===== src/rtl/lcd_pkg.sv =====
// Shared definitions for the parametrised RGB565 LCD timing controller:
// mode encoding, RGB565 colour constants, bar table and default 480x272 timing.
package lcd_pkg;

  typedef enum logic [1:0] {
    MODE_EXT   = 2'd0,
    MODE_BARS  = 2'd1,
    MODE_CHK   = 2'd2,
    MODE_SOLID = 2'd3
  } mode_e;

  localparam logic [15:0] RGB_WHITE   = 16'hFFFF;
  localparam logic [15:0] RGB_YELLOW  = 16'hFFE0;
  localparam logic [15:0] RGB_CYAN    = 16'h07FF;
  localparam logic [15:0] RGB_GREEN   = 16'h07E0;
  localparam logic [15:0] RGB_MAGENTA = 16'hF81F;
  localparam logic [15:0] RGB_RED     = 16'hF800;
  localparam logic [15:0] RGB_BLUE    = 16'h001F;
  localparam logic [15:0] RGB_BLACK   = 16'h0000;

  localparam int DEF_H_ACT  = 480;
  localparam int DEF_H_FP   = 2;
  localparam int DEF_H_SYNC = 1;
  localparam int DEF_H_BP   = 43;
  localparam int DEF_V_ACT  = 272;
  localparam int DEF_V_FP   = 1;
  localparam int DEF_V_SYNC = 1;
  localparam int DEF_V_BP   = 12;

  function automatic logic [15:0] bar_colour(input logic [2:0] idx);
    logic [15:0] c;
    case (idx)
      3'd0:    c = RGB_WHITE;
      3'd1:    c = RGB_YELLOW;
      3'd2:    c = RGB_CYAN;
      3'd3:    c = RGB_GREEN;
      3'd4:    c = RGB_MAGENTA;
      3'd5:    c = RGB_RED;
      3'd6:    c = RGB_BLUE;
      default: c = RGB_BLACK;
    endcase
    return c;
  endfunction

endpackage


===== src/rtl/lcd_axis_cnt.sv =====
// Generic display-axis counter: active / front porch / sync / back porch,
// with combinational active and sync flags and a wrap strobe.
module lcd_axis_cnt
  import lcd_pkg::*;
#(
  parameter int ACT  = DEF_H_ACT,
  parameter int FP   = DEF_H_FP,
  parameter int SYNC = DEF_H_SYNC,
  parameter int BP   = DEF_H_BP,
  parameter int CW   = 16
) (
  input  logic          pclk,
  input  logic          rst,
  input  logic          en,
  output logic [CW-1:0] cnt,
  output logic          active,
  output logic          sync,
  output logic          wrap
);

  localparam int TOTAL  = ACT + FP + SYNC + BP;
  localparam int SYNC_S = ACT + FP;
  localparam int SYNC_E = ACT + FP + SYNC;

  always_ff @(posedge pclk) begin
    if (rst)       cnt <= '0;
    else if (en)   cnt <= wrap ? '0 : cnt + 1'b1;
  end

  always_comb begin
    active = (cnt < CW'(ACT));
    sync   = (cnt >= CW'(SYNC_S)) && (cnt < CW'(SYNC_E));
    wrap   = en && (cnt == CW'(TOTAL - 1));
  end

endmodule


===== src/rtl/lcd_timing_gen.sv =====
// RGB565 parallel-LCD timing controller with test patterns and a pixel-fetch
// port whose return latency is PIX_LAT; all LCD pins leave one aligned register.
module lcd_timing_gen
  import lcd_pkg::*;
#(
  parameter int H_ACT    = DEF_H_ACT,
  parameter int H_FP     = DEF_H_FP,
  parameter int H_SYNC   = DEF_H_SYNC,
  parameter int H_BP     = DEF_H_BP,
  parameter int V_ACT    = DEF_V_ACT,
  parameter int V_FP     = DEF_V_FP,
  parameter int V_SYNC   = DEF_V_SYNC,
  parameter int V_BP     = DEF_V_BP,
  parameter bit HS_POL   = 1'b0,
  parameter bit VS_POL   = 1'b0,
  parameter int PIX_LAT  = 2,
  parameter int CHK_LOG2 = 5,
  parameter int CW       = 16
) (
  input  logic          pclk,
  input  logic          rst,
  input  logic [1:0]    mode,
  input  logic [15:0]   solid_rgb,
  output logic          req,
  output logic [CW-1:0] req_x,
  output logic [CW-1:0] req_y,
  input  logic [15:0]   pixel_in,
  output logic          frame_start,
  output logic          LCD_DE,
  output logic          LCD_HSYNC,
  output logic          LCD_VSYNC,
  output logic [4:0]    LCD_R,
  output logic [5:0]    LCD_G,
  output logic [4:0]    LCD_B
);

  localparam int BAR_W = H_ACT >> 3;

  typedef struct packed {
    logic de;
    logic hs;
    logic vs;
    logic ext;
  } ctl_t;

  logic [CW-1:0] h_cnt, v_cnt;
  logic          h_act, h_sync, h_wrap;
  logic          v_act, v_sync, v_wrap;

  lcd_axis_cnt #(.ACT(H_ACT), .FP(H_FP), .SYNC(H_SYNC), .BP(H_BP), .CW(CW)) u_h_cnt (
    .pclk(pclk), .rst(rst), .en(1'b1),
    .cnt(h_cnt), .active(h_act), .sync(h_sync), .wrap(h_wrap)
  );

  lcd_axis_cnt #(.ACT(V_ACT), .FP(V_FP), .SYNC(V_SYNC), .BP(V_BP), .CW(CW)) u_v_cnt (
    .pclk(pclk), .rst(rst), .en(h_wrap),
    .cnt(v_cnt), .active(v_act), .sync(v_sync), .wrap(v_wrap)
  );

  // High exactly while the counters sit at (0,0): after reset or a full-frame wrap.
  logic at_origin;
  always_ff @(posedge pclk) begin
    if (rst) at_origin <= 1'b1;
    else     at_origin <= h_wrap & v_wrap;
  end

  mode_e       mode_lat, mode_cur;
  logic [15:0] solid_lat, solid_cur;

  always_ff @(posedge pclk) begin
    if (rst)            mode_lat <= MODE_BARS;
    else if (at_origin) mode_lat <= mode_e'(mode);
  end

  always_ff @(posedge pclk) begin
    if (at_origin) solid_lat <= solid_rgb;
  end

  // The origin pixel itself must already use the freshly sampled settings.
  always_comb begin
    mode_cur  = at_origin ? mode_e'(mode) : mode_lat;
    solid_cur = at_origin ? solid_rgb     : solid_lat;
  end

  logic [CW-1:0] bar_px;
  logic [2:0]    bar_idx;
  always_ff @(posedge pclk) begin
    if (rst || h_wrap) begin
      bar_px  <= '0;
      bar_idx <= '0;
    end else if (h_act && bar_idx != 3'd7) begin
      if (bar_px == CW'(BAR_W - 1)) begin
        bar_px  <= '0;
        bar_idx <= bar_idx + 3'd1;
      end else begin
        bar_px  <= bar_px + 1'b1;
      end
    end
  end

  logic [15:0] gen_rgb;
  always_comb begin
    gen_rgb = RGB_BLACK;
    unique case (mode_cur)
      MODE_BARS:  gen_rgb = bar_colour(bar_idx);
      MODE_CHK:   gen_rgb = (h_cnt[CHK_LOG2] ^ v_cnt[CHK_LOG2]) ? RGB_BLACK : RGB_WHITE;
      MODE_SOLID: gen_rgb = solid_cur;
      default:    gen_rgb = RGB_BLACK;
    endcase
  end

  ctl_t        ctl_p [0:PIX_LAT];
  logic [15:0] rgb_p [0:PIX_LAT];

  // p0: request stage, then PIX_LAT-deep chain matching the source return latency
  always_ff @(posedge pclk) begin
    if (rst) begin
      frame_start <= 1'b0;
      req_x       <= '0;
      req_y       <= '0;
      for (int i = 0; i <= PIX_LAT; i++) ctl_p[i] <= '0;
    end else begin
      frame_start <= at_origin;
      req_x       <= h_cnt;
      req_y       <= v_cnt;
      ctl_p[0]    <= ctl_t'{h_act & v_act, h_sync, v_sync, mode_cur == MODE_EXT};
      for (int i = 1; i <= PIX_LAT; i++) ctl_p[i] <= ctl_p[i-1];
    end
  end

  always_ff @(posedge pclk) begin
    rgb_p[0] <= gen_rgb;
    for (int i = 1; i <= PIX_LAT; i++) rgb_p[i] <= rgb_p[i-1];
  end

  assign req = ctl_p[0].de;

  logic [15:0] pix_sel;
  always_comb begin
    pix_sel = 16'h0000;
    if (ctl_p[PIX_LAT].de) pix_sel = ctl_p[PIX_LAT].ext ? pixel_in : rgb_p[PIX_LAT];
  end

  // pin stage: one register for every LCD pin
  always_ff @(posedge pclk) begin
    if (rst) begin
      LCD_DE                  <= 1'b0;
      LCD_HSYNC               <= ~HS_POL;
      LCD_VSYNC               <= ~VS_POL;
      {LCD_R, LCD_G, LCD_B}   <= 16'h0000;
    end else begin
      LCD_DE                  <= ctl_p[PIX_LAT].de;
      LCD_HSYNC               <= ctl_p[PIX_LAT].hs ^ ~HS_POL;
      LCD_VSYNC               <= ctl_p[PIX_LAT].vs ^ ~VS_POL;
      {LCD_R, LCD_G, LCD_B}   <= pix_sel;
    end
  end

endmodule

===== config.mk =====
export PLATFORM = sky130hd
export DESIGN_NAME = lcd_timing_gen
export DESIGN_NICKNAME = d
export VERILOG_FILES = /design/src/rtl/lcd_pkg.sv /design/src/rtl/lcd_axis_cnt.sv /design/src/rtl/lcd_timing_gen.sv
export SDC_FILE = /design/constraint.sdc
export NUM_CORES = 1
export LEC_CHECK = 0
export ABC_AREA = 1
export BUFFER_PORTS_ARGS = -buffer_cell sky130_fd_sc_hd__buf_2
export CAP_MARGIN = 10
export CORE_ASPECT_RATIO = 0.7
export CORE_UTILIZATION = 35
export DETAILED_ROUTE_END_ITERATION = 8
export GPL_TIMING_DRIVEN = 0
export HOLD_SLACK_MARGIN = 0.1
export SYNTH_ARGS = -nofsm -noshare
export SYNTH_HDL_FRONTEND = slang
export SYNTH_HIERARCHICAL = 1
export SYNTH_SLANG_ARGS = --single-unit
export TNS_END_PERCENT = 50

===== constraint.sdc =====
create_clock -name pclk -period 2.15 [get_ports pclk]
set_input_delay 0.215 -clock pclk [delete_from_list [all_inputs] [get_ports pclk]]
set_output_delay 0.215 -clock pclk [all_outputs]
set_load 0.1 [all_outputs]

==> summary.md <==
| Metric | Value |
|---|---|
| Status | complete, no violations |
| Setup Skew | between 0.01 and 0.015 ns |
| Clock slew at reported path FFs | around 0.08 ns |
| Yosys cell types | 37 |
| Sequential area share after synthesis | 54.40% |
| Crit path cell chain | inv_1 > ha_1 > nand2_1 > inv_1 > nand2_1 > nor2_4 > nand2_2 > inv_4 > nand3_1 > nor2_1 > nand3_2 > nand2_2 > inv_1 > nand2_1 > nor2_1 |
| Routability cong. | 0.8580 |
| Clock latency on the worst-skew pair | 0.43 ns |
| RR Startpoint | u_h_cnt/cnt[1]$_SDFFE_PP0P_ |
| Worst Tran Pin Value | approximately 0.63 ns |
| Pint | between 5000 and 6000 uW |
| Tcrit/Tclk final | approximately 93% |
| Antenna violations before repair | 0 |
| Hold Path Origin | mode[0] |
| Final Non-Filler Cells | between 1,000 and 1,500 |
| Flops & latches, synth | approximately 180 |
| Top_reg_cell synth | dfxtp_1 |
| Max Root-Sink Buffers | 2 |
| Post-DP HPWL | slightly below 10 mm |
| Max Slew Vio Count | 0 |
| First-pass GRT wire length | around 24 mm |
| Startpoint Class | register |
| CP max stage delay | 0.36 ns |
| Syn. warnings | 6 |
| Layout cell share with drive strength beyond 1 | around 17% |
| Per-cell routed wire length | about 11 um |
| Fin util | 46.12% |
| DRC violations left | 0 |
| CP Capture Type | register |
| Htree depth | 4 |
| GRT Residual Overflow | 0 |
| Final setup vio count | 0 |
| NetSw | approximately 1900 uW |
| Worst setup startpoint | u_h_cnt/cnt[1]$_SDFFE_PP0P_ |
| TritonCTS Buffers | 17 |
| Maximum clock rate | approximately 500 MHz |
| Crit path DAT | between 2 and 2.5 ns |
| Die ar. | ~20,000 um^2 |
| Aggregate global-route resource usage | ~15% |
| Most frequent cells in the layout | nand2_1, dfxtp_1, nor2_1 |
| Syn_area_per_cell | just under 8 um^2 |
| DRT Wirelength | 13.97 mm |
| FP Rows | slightly above 40 |
| CP required | ~2.5 ns |
| Commonest non-fill, non-tap cell in the layout | nand2_1 |
| Nets@finish | about 1,000 |
| DR vias/cell | approximately 4.3 |
| Iter 0 DRT Violations | 361 |
| CTS tree | built |
| Layout fillers | around 1,800 |
| Sink Count | 182 |
| EDFF count, synth | 0 |
| Reg power frac | 49.6% |
| Vias in the first global route | 4,846 |
| Dpl cells | approximately 1,200 |
| Clock share of power | between 40% and 50% |
| Core area | roughly 18,000 um^2 |
| Post-synthesis async set-or-reset flop share | 0% |
| Port buffer count | 88 |
| Vias | 5,363 |
| Max cap viols | 0 |
| Synth Instances | around 850 |
| Worst Path Max Fanout | 7 |
| Crit-path slowest cell | dfxtp_1 |
| Sw frac | 26.67% |
| # IOs | 89 |
| Mapped cell area | ~6700 um^2 |
| Leak pwr | 0.003802 uW |
| Combinational Power Share | 5.9% |
| VDD IR max | a little over 0.4 mV |
| P&R area growth vs syn | 26.47% |
| Largest net degree at the start of global routing | 23 |
| Die Span X | 167.3 um |
| DRT antenna net count | 0 |
| Antenna Cells | 0 |
| Pwr Total | about 7300 uW |
| Final min period | roughly 2 ns |
| Final Hold Fails | 0 |
| CTS root buf | clkbuf_16 |
| Hold crit path type | in2reg |
| Setup CP Type | reg2reg |
| Power Density | ~860 nW/um^2 |
| Die Y | roughly 120 um |
| Pre-antenna DRT Iters | 5 |
| Initial Util | around 36% |
| Slew headroom | between 50% and 60% |
timing repair:
action                                  CTS  global route
hold buffers                             32             0
endpoints found under the setup margin   24            29
buffers inserted                          0             3
hold endpoints to repair                 33             0
resized for setup                         4             9
pin swaps                                 0             2
worst paths after layout:
kind                            cells after the start  slack [ns]                            to
worst min-delay path                                3        0.13        mode_lat[0]$_SDFF_PP1_
worst max register to register                     15        0.15  u_v_cnt/cnt[15]$_SDFFE_PP0P_
worst min register to register                      0        0.32          rgb_p[0][41]$_DFF_P_
worst max-delay path                               15        0.15  u_v_cnt/cnt[15]$_SDFFE_PP0P_
power groups by stage:
| stage | clock (uW) | combinational [uW] | sequential, uW |
|---|---|---|---|
| global route | 3490 | 473 | 3620 |
| floorplan | 0 | 189 | 3750 |
| global placement | 0 | 375 | 3670 |
| CTS | 3330 | 424 | 3600 |
| detailed placement | 0 | 377 | 3680 |
| finish | 3240 | 425 | 3600 |
cells by family (layout without fill, tap and decap cells):
family / after synthesis / in the layout / synth area share, %
fa+ha+maj: 12 / 12 / 2.242
other cells: 1 / 4 / 0.05599
mux: 1 / 1 / 0.3362
compound gates: 44 / 44 / 3.718
xor+xnor: 17 / 17 / 2.223
buf+inv: 121 / 276 / 7.248
simple gates: 469 / 469 / 29.78
flops: 182 / 182 / 54.40
cells in the mapped netlist (2+ instances only):
library cell,count,area share [%]
a21oi_1,25,1.9
buf_2,3,0.22
buf_6,3,0.50
clkbuf_1,7,0.39
dfxtp_1,182,54
ha_1,12,2.2
inv_1,104,5.8
inv_2,2,0.11
nand2_1,205,11
nand2_2,8,0.75
nand2_4,2,0.34
nand3_1,54,4.0
nand3_2,3,0.45
nand4_1,6,0.56
nor2_1,160,9.0
nor2_2,7,0.65
nor2_4,4,0.67
nor3_1,11,0.82
nor4_1,2,0.19
o21ai_0,10,0.75
o21ai_1,3,0.22
o21ai_2,3,0.39
or2_2,2,0.19
xnor2_1,5,0.65
xor2_1,12,1.6
stage by stage:
step | setup TNS (ns) | hold WS, ns | setup WS, ns | cell area (um^2)
2_1_floorplan | 0 | 0.2774 | 0.2192 | 6709
3_3_place_gp | -1.002 | 0.3109 | -0.1469 | 7445
3_5_place_dp | -1.250 | 0.3121 | -0.1682 | 7445
4_1_cts | 0 | 0.1139 | 0.03683 | 8414
5_1_grt | -0.01983 | 0.1241 | -0.007466 | 8471
6_report | 0 | 0.1345 | 0.1548 | 8471
registers in the layout, indices dropped and copies added, names as in the netlist, 2 cells and up:
| register | cells |
|---|---|
| ctl_p | 12 |
| mode_lat | 2 |
| u_v_cnt/cnt | 16 |
| u_h_cnt/cnt | 16 |
| req_y | 16 |
| LCD_R | 5 |
| req_x | 16 |
| bar_idx | 3 |
| solid_lat | 16 |
| LCD_B | 5 |
| bar_px | 16 |
| rgb_p | 48 |
| LCD_G | 6 |
layer usage:
layer / GRT usage (%) / vias up / wire length (um)
met4: 6.250 / 0 / 153
met2: 20.94 / 109 / 5710
met1: 22.34 / 2358 / 7512
met3: 3.026 / 12 / 593
li1: - / 2884 / -
met5: 0 / - / 0
worst max-delay path: cells and delay by family (launching register included):
family,cells,cell delay [ns]
buf+inv,4,0.39
fa+ha+maj,1,0.15
flops,1,0.36
simple gates,10,0.99
cell type report:
cell class | count | area, um^2 | area share [%]
repair buffers | 123 | 783.3 | 9.247
multi-input cells | 547 | 2619 | 30.92
plain buffers | 14 | 78.83 | 0.9306
inverters | 107 | 409.1 | 4.830
flip-flops and latches | 182 | 3645 | 43.03
clock buffers | 17 | 425.4 | 5.022
clock inverters | 15 | 215.2 | 2.541
well taps | 236 | 295.3 | 3.486
Power figures use the tool's default switching activity.
